--- config.mk ---
export PLATFORM = sky130hd
export DESIGN_NAME = up_counter_tc
export DESIGN_NICKNAME = d
export VERILOG_FILES = /design/src/rtl/up_counter_pkg.sv /design/src/rtl/up_counter_tc.sv
export SDC_FILE = /design/constraint.sdc
export NUM_CORES = 1
export LEC_CHECK = 0
export BUFFER_PORTS_ARGS = -buffer_cell sky130_fd_sc_hd__buf_2
export CORE_UTILIZATION = 52
export CTS_BUF_LIST = sky130_fd_sc_hd__clkbuf_4 sky130_fd_sc_hd__clkbuf_8 sky130_fd_sc_hd__clkbuf_16
export CTS_CLUSTER_DIAMETER = 200
export CTS_CLUSTER_SIZE = 10
export DETAILED_ROUTE_END_ITERATION = 16
export GPL_TIMING_DRIVEN = 0
export PLACE_DENSITY = 0.82
export SETUP_SLACK_MARGIN = 0.3
export SYNTH_ARGS = -nofsm -noshare
export SYNTH_HDL_FRONTEND = slang
export SYNTH_SLANG_ARGS = --single-unit
--- constraint.sdc ---
create_clock -name clk -period 2 [get_ports clk]
set_input_delay 0.4 -clock clk [delete_from_list [all_inputs] [get_ports clk]]
set_output_delay 0.4 -clock clk [all_outputs]
set_load 0.05 [all_outputs]
--- src/rtl/up_counter_pkg.sv ---
// Shared definitions for the up_counter_tc terminal-count counter.
// Holds the FSM state encoding and the default counter/limit width.
// No ports; imported by up_counter_tc.
package up_counter_pkg;

  // Default width of count and limit, in bits.
  localparam int N_DEFAULT = 10;

  // Control states: IDLE waits for start, RUN counts, DONE holds after a one-shot.
  typedef enum logic [1:0] {
    IDLE = 2'd0,
    RUN  = 2'd1,
    DONE = 2'd2
  } state_t;

endpackage : up_counter_pkg

--- src/rtl/up_counter_tc.sv ---
// Start/abort-controlled up counter with a registered terminal-count pulse.
// The counter can run one-shot (stops in DONE) or auto-reload (runs until abort).
// Latency: count, tc, busy and done are all registered, so each changes one clock after the qualifying input cycle.
// Backpressure: there is none. enable only gates counting while in RUN.
// Optional feature: define UP_COUNTER_TC_WRAPCNT_EN to add an 8-bit saturating wrap_cnt output.
//   wrap_cnt counts auto-reload terminal counts.
// Ports:
//   clk      - single clock; all state changes on its rising edge
//   reset    - asynchronous, active-low; deassertion must already be synchronised
//   start    - pulse; begins a run, or restarts one already in RUN; samples limit and mode
//   abort    - pulse; returns to IDLE and has priority over start
//   enable   - advances the count while in RUN
//   mode     - 0 = one-shot, 1 = auto-reload; sampled on start
//   limit    - terminal count, N bits; sampled on start
//   count    - current count, N bits
//   tc       - one-cycle terminal-count pulse
//   busy     - high in RUN
//   done     - high in DONE
//   wrap_cnt - only with UP_COUNTER_TC_WRAPCNT_EN; number of auto-reload wraps, saturating at 255
module up_counter_tc
  import up_counter_pkg::*;
#(
  parameter int N = N_DEFAULT
) (
  input  logic         clk,
  input  logic         reset,
  input  logic         start,
  input  logic         abort,
  input  logic         enable,
  input  logic         mode,
  input  logic [N-1:0] limit,
  output logic [N-1:0] count,
  output logic         tc,
  output logic         busy,
  output logic         done
`ifdef UP_COUNTER_TC_WRAPCNT_EN
  ,
  output logic [7:0]   wrap_cnt
`endif
);

  state_t       r_state;
  logic [N-1:0] r_count;
  logic [N-1:0] r_lim;
  logic         r_mode;
  logic         r_tc;

  // An enabled RUN cycle that is not overridden by abort or start.
  logic w_advance;
  logic w_at_lim;

  assign w_advance = (r_state == RUN) && enable && !abort && !start;

  // A count only ever starts at 0 and steps by 1 up to r_lim.
  // Equality is therefore sufficient to detect the terminal count, and the count cannot wrap.
  assign w_at_lim  = (r_count == r_lim);

  always_ff @(posedge clk or negedge reset) begin
    if (!reset) begin
      r_state <= IDLE;
      r_count <= '0;
      r_lim   <= '0;
      r_mode  <= 1'b0;
      r_tc    <= 1'b0;
    end else begin
      // tc is a pulse; it is only raised in the terminal-count cycle below.
      r_tc <= 1'b0;
      if (abort) begin
        r_state <= IDLE;
        r_count <= '0;
      end else if (start) begin
        r_state <= RUN;
        r_count <= '0;
        r_lim   <= limit;
        r_mode  <= mode;
      end else if (w_advance) begin
        if (w_at_lim) begin
          r_tc <= 1'b1;
          if (r_mode) begin
            r_count <= '0;
          end else begin
            // One-shot: count stays at the limit while in DONE.
            r_state <= DONE;
          end
        end else begin
          r_count <= r_count + 1'b1;
        end
      end
    end
  end

  assign count = r_count;
  assign tc    = r_tc;
  assign busy  = (r_state == RUN);
  assign done  = (r_state == DONE);

`ifdef UP_COUNTER_TC_WRAPCNT_EN
  logic [7:0] r_wrap_cnt;
  logic       w_reload_tc;

  assign w_reload_tc = w_advance && w_at_lim && r_mode;

  always_ff @(posedge clk or negedge reset) begin
    if (!reset) begin
      r_wrap_cnt <= 8'd0;
    end else if (abort || start) begin
      r_wrap_cnt <= 8'd0;
    end else if (w_reload_tc && (r_wrap_cnt != 8'hFF)) begin
      r_wrap_cnt <= r_wrap_cnt + 8'd1;
    end
  end

  assign wrap_cnt = r_wrap_cnt;
`endif

endmodule : up_counter_tc
==> impl_metrics.tcl, run 1 <==
set metrics [dict create \
    tightest_slew_ps 520 \
    syn_nets 124 \
    avgViaCountPerCell 5.71 \
    syn_inst 107 \
    hp-class "in -> async" \
    dieArea_mm2 0.00262 \
    p_comb_share_pct 16.3 \
    busiest_layer "met2" \
    placed_area_mm2 0.00146 \
    period_needed_ps 1790 \
    slew_violations 0 \
    cts_num_sinks 24 \
    synth-compound-area-share_pct 13.3 \
    diodes 0 \
    area.growth.synth_to_final_pct 25.8 \
    setup_viol 0 \
    worstSetupStartpointType "flop" \
    nets 165 \
    relSlewSlack_pct 65.3 \
    core_mm2 0.00225 \
    clkTransAtPathRegs_ps 130 \
    vias 1000 \
    yosys.area_share.simple_pct 18.1 \
    arrival_ps 2040 \
    p_per_area_mw_per_mm2 685 \
    grt.total_usage_pct 23.4 \
    fmax_ghz 0.560 \
    wl_per_cell_um 14.5 \
    cts_buffers 3 \
    grt_use_met1_pct 30.4 \
    synth-seq-cells 24 \
    rsz0062_at_grt "yes" \
    synth_top_family_by_area "simple AND/OR/NAND/NOR gates" \
    dpl.cell_count 163 \
    drt_iter0_drc 23 \
    power.internal_uw 806 \
    fp-row-count 17 \
    stdcell_area_mm2 0.00158 \
    die_w_um 51.2 \
    path_class "reg -> reg" \
    root_buffer "clkbuf_4" \
    crit_required_ps 2250 \
    drive_gt1_share_pct 46.3 \
    h-tree-depth 1 \
    met2_usage_pct 36.4 \
    ant_nets 0 \
    hold_buffers 0 \
    final-instance-count-excl-fill 175 \
    drv_cap 0 \
    dieHeight_um 51.2 \
    p_clk_share_pct 32.4 \
    drt_wl_total_um 2540 \
    skew_ps 5.41 \
    grt_pass1_vias 979 \
    synth_xor_area_share_pct 6.97 \
    portBuffers 28 \
    p_switching_uw 277 \
    ys_seq_area_share_pct 47.8 \
    muxShareOfSynthArea_pct 11.5 \
    setup_tns_ps 0 \
    synth_area_mm2 0.00126 \
    end_kind "flop" \
    cts_buffer_depth 2 \
    hpwl_um 1760 \
    synth_area_per_cell_um2 11.8 \
    hold_violations 0 \
    io_pins 29 \
    period_share_pct 89.3 \
    synthAdderAreaFrac_pct 0.995 \
    grtUsageMet3_pct 4.17 \
    synth_cell_types 30 \
    synth_warnings 0 \
    cp_max_fo 5 \
    gp_congestion 0.827 \
    peakVddDrop_mv 0.717 \
    p_seq_share_pct 51.3 \
    status "finished, final reports clean" \
    grt_overflow 0 \
    grt_pass1_wl_um 4350 \
    first_pass_iters 4 \
    leakage_nw 0.707 \
    p_total_mw 1.08 \
    grt_max_degree 25 \
    remaining_drc_errors 0 \
    antenna_found_initial 0 \
    swShare_pct 25.6 \
    insertion_delay_ps 320 \
    cts_tree "done" \
    start_util_pct 55.8 \
]
-- cells by family (layout without fill, tap and decap cells) --
kind of cell | Yosys count | count (layout)
and+or+nand+nor | 36 | 36
muxes | 13 | 13
DFF | 24 | 24
xor gates and xnor gates | 10 | 10
buffers and inverters | 4 | 44
AOI/OAI and AO/OA | 19 | 19
adders and majority gates | 1 | 1
-- metal layers --
| metal | routed length, µm | share of wire, % | vias up |
|---|---|---|---|
| met5 | 0 | 0 | - |
| met4 | 48 | 1.9 | 0 |
| met3 | 126 | 5.0 | 4 |
| met2 | 1280 | 50 | 27 |
| met1 | 1090 | 43 | 496 |
| li1 | - | - | 473 |
-- worst max-delay path, stage by stage, from the launching register on --
cell and delay [ps]:
dfrtp_2 450, xor2_1 180, nor4_4 320, nand4_4 150
o41ai_4 300, buf_4 210, o2bb2ai_1 110
-- final cells by class --
class / count / area (µm²)
plain buffers: 4 / 23.8
fillers: 179 / 673
flip-flops and latches: 24 / 609
clock buffers: 3 / 22.5
clock inverters: 1 / 30.0
repair buffers: 36 / 204
multi-input cells: 79 / 657
well taps: 28 / 35.0
-- repair_timing --
| item | in CTS | in global routing |
|---|---|---|
| gates resized for setup | 1 | 5 |
| endpoints found under the hold margin | 0 | 0 |
| gates cloned | 0 | 1 |
| endpoints found under the setup margin | 10 | 13 |
| buffers inserted | 5 | 2 |
| pin swaps | 2 | 2 |
-- flip-flops by register name (all words and copies together) (netlist names) --
register / count
r_lim: 10
tc: 1
r_mode: 1
count: 10
r_state: 2
-- final timing paths --
path                       endpoint  cells past startpoint  startpoint  slack [ps]
setup / recovery           count[5]                      6    count[7]         210
hold / removal             count[2]                      1       reset          30
setup reg to reg           count[5]                      6    count[7]         210
hold reg to reg            r_lim[7]                      1    r_lim[7]         540
max in group asynchronous  count[9]                      1       reset        1590
min in group clk           r_lim[4]                      2    limit[4]         300
-- power groups by stage --
| stage | sequential [mW] | clock [mW] | combinational [mW] |
|---|---|---|---|
| 6_report | 0.555 | 0.351 | 0.177 |
| 3_5_place_dp | 0.568 | 0 | 0.166 |
| 2_1_floorplan | 0.568 | 0 | 0.112 |
| 3_3_place_gp | 0.565 | 0 | 0.160 |
| 5_1_grt | 0.561 | 0.385 | 0.193 |
| 4_1_cts | 0.556 | 0.368 | 0.173 |
-- stage by stage --
| step | setup WS, ps | util, % | hold slack (ps) |
|---|---|---|---|
| floorplan | 90.1 | - | 104 |
| global placement | 56.9 | 64.5 | 401 |
| detailed placement | 29.5 | 64.5 | 405 |
| CTS | 132 | 68.7 | 27.6 |
| global route | 137 | 70.1 | 29.2 |
| finish | 213 | 70.1 | 26.5 |
-- synth_stat cells --
| library cell | instances | area share (%) |
|---|---|---|
| o2bb2ai_1 | 8 | 5.6 |
| mux2_2 | 12 | 11 |
| buf_2 | 1 | 0.40 |
| nor3_1 | 8 | 3.2 |
| o41a_1 | 1 | 0.90 |
| buf_1 | 1 | 0.30 |
| a21bo_1 | 1 | 0.80 |
| a32o_1 | 1 | 0.80 |
| o41ai_4 | 1 | 2.2 |
| nor2_1 | 4 | 1.2 |
| nand3_1 | 3 | 1.2 |
| nand2_1 | 8 | 2.4 |
| clkbuf_1 | 2 | 0.60 |
| nor4_1 | 2 | 0.99 |
| nand3b_1 | 1 | 0.60 |
| xor2_1 | 8 | 5.6 |
| mux2i_1 | 1 | 0.80 |
| nor2b_1 | 3 | 1.5 |
| or2_1 | 2 | 0.99 |
| nand4_1 | 1 | 0.50 |
| a21oi_1 | 4 | 1.6 |
| ha_1 | 1 | 0.99 |
| and2_1 | 1 | 0.50 |
| nor4_4 | 2 | 3.4 |
| nand4_4 | 1 | 1.7 |
| o21ai_0 | 1 | 0.40 |
| xnor2_1 | 2 | 1.4 |
| dfrtp_1 | 24 | 48 |
| o21a_1 | 1 | 0.60 |
| o22ai_1 | 1 | 0.50 |
-- placed cells by master, fill, tap and decap left out, types with 2 or more instances in the layout --
cell type,synthesis,final
a21oi_1,4,4
buf_2,1,28
buf_4,0,7
buf_6,0,2
clkbuf_4,0,3
dfrtp_1,24,17
dfrtp_2,0,7
mux2_2,12,12
nand2_1,8,7
nand3_1,3,3
nor2_1,4,4
nor2b_1,3,3
nor3_1,8,8
nor4_4,2,2
o2bb2ai_1,8,8
or2_1,2,2
xnor2_1,2,2
xor2_1,8,7
Power figures use the tool's default switching activity.
==> inputs of run 2 (changes only) <==
--- a/config.mk
+++ b/config.mk
@@ -12,6 +12,7 @@
 export CTS_CLUSTER_SIZE = 10
 export DETAILED_ROUTE_END_ITERATION = 16
 export GPL_TIMING_DRIVEN = 0
+export HOLD_SLACK_MARGIN = 0.03
 export PLACE_DENSITY = 0.82
 export SETUP_SLACK_MARGIN = 0.3
 export SYNTH_ARGS = -nofsm -noshare
==> run 2 against run 1 <==
Global-route usage increased by 0.064 points. Sequential cell count unchanged. Worst hold slack improved by 270 ps. Largest power group unchanged.
==> impl_metrics.tcl, run 2 (synthesis results as in run 1) <==
set metrics [dict create \
    status "finished, final reports clean" \
    drive_gt1_share_pct 45.9 \
    gp_congestion 0.827 \
    start_util_pct 55.8 \
    antenna_found_initial 0 \
    busiest_layer "met2" \
    ant_nets 0 \
    met2_usage_pct 37.7 \
    first_pass_iters 4 \
    grt_max_degree 25 \
    grtUsageMet3_pct 4.17 \
    cts_buffers 3 \
    io_pins 29 \
    hold_violations 0 \
    drt_iter0_drc 18 \
    drv_cap 0 \
    p_total_mw 1.08 \
    grt_pass1_vias 988 \
    layout_common_cells "buf_2, dfrtp_1, mux2_2" \
    setup_viol 0 \
    cts_num_sinks 24 \
    wl_per_cell_um 14.6 \
    dpl.cell_count 163 \
    dieArea_mm2 0.00262 \
    nets 166 \
    avgViaCountPerCell 5.73 \
    leakage_nw 0.711 \
    vias 1009 \
    period_needed_ps 1790 \
    area.growth.synth_to_final_pct 26.6 \
    arrival_ps 2040 \
    setup_tns_ps 0 \
    grt.total_usage_pct 23.4 \
    root_buffer "clkbuf_4" \
    remaining_drc_errors 0 \
    slew_violations 0 \
    peakVddDrop_mv 0.718 \
    period_share_pct 89.5 \
    hp-class "in -> reg" \
    diodes 0 \
    end_kind "flop" \
    final-instance-count-excl-fill 176 \
    worstSetupStartpointType "flop" \
    drt_wl_total_um 2570 \
    insertion_delay_ps 320 \
    crit_required_ps 2250 \
    grt_pass1_wl_um 4360 \
    hpwl_um 1760 \
    core_mm2 0.00225 \
    clkTransAtPathRegs_ps 130 \
    fp-row-count 17 \
    cts_tree "done" \
    fmax_ghz 0.559 \
    grt_overflow 0 \
    h-tree-depth 1 \
    cts_buffer_depth 2 \
    cp_max_fo 5 \
    rsz0062_at_grt "yes" \
    die_w_um 51.2 \
    skew_ps 5.68 \
    grt_use_met1_pct 29.5 \
    p_per_area_mw_per_mm2 682 \
    dieHeight_um 51.2 \
    path_class "reg -> reg" \
    mostFrequentLayoutCell "buf_2" \
    tightest_slew_ps 523 \
    portBuffers 28 \
    relSlewSlack_pct 65.1 \
]
## run 2: cell types whose count changed in the layout (fill, tap and decap cells not counted), sizes merged
cell / previous run / this run
dlygate4sd3: 0 / 1
## run 2: repair_timing
action | CTS | global route
gates cloned | 0 | 1
pin swaps | 2 | 2
buffers inserted | 5 | 2
hold endpoints to repair | 14 | 0
endpoints found under the setup margin | 10 | 13
hold buffers | 1 | 0
gates resized for setup | 1 | 5
## run 2: final timing paths
kind | from | depth (start not counted) | slack (ps) | to
worst min-delay path | limit[4] | 2 | 300 | r_lim[4]
max in group asynchronous | reset | 2 | 1040 | count[9]
worst max-delay path | count[7] | 6 | 210 | count[5]
min in group asynchronous | reset | 2 | 580 | count[2]
worst max register to register | count[7] | 6 | 210 | count[5]
worst min register to register | r_lim[7] | 1 | 540 | r_lim[7]
## run 2: per-stage QoR
step                      util, %  worst slack [ps]  instance area, µm²  hold WS (ps)
after detailed placement     64.5              29.5                1460           405
after global routing         70.6               143                1590           277
after CTS                    69.1               132                1560           281
final                        70.6               210                1590           297
after floorplan                 -              90.1                1280           104
after global placement       64.5              56.9                1460           401
## run 2: metal layers
layer,up-vias,share of wire (%)
met5,-,0
met4,0,1.9
met3,4,4.9
met2,29,51
met1,501,42
li1,475,-
## run 2: worst max-delay path, stage by stage (launching register included)
cell and delay [ps]:
dfrtp_2 450, xor2_1 180, nor4_4 320, nand4_4 150, o41ai_4 300, buf_4 210, o2bb2ai_1 110
## run 2: layout make-up
cell class	instances	area, µm²
plain buffers	4	23.8
repair buffers	37	214
fillers	178	663
multi-input cells	79	657
flip-flops and latches	24	609
well taps	28	35.0
clock inverters	1	30.0
clock buffers	3	22.5
## run 2: power by group
group | internal, mW | total [mW] | switching [mW]
registers | 0.523 | 0.555 | 0.0328
clock network | 0.203 | 0.351 | 0.148
logic | 0.0819 | 0.178 | 0.0963
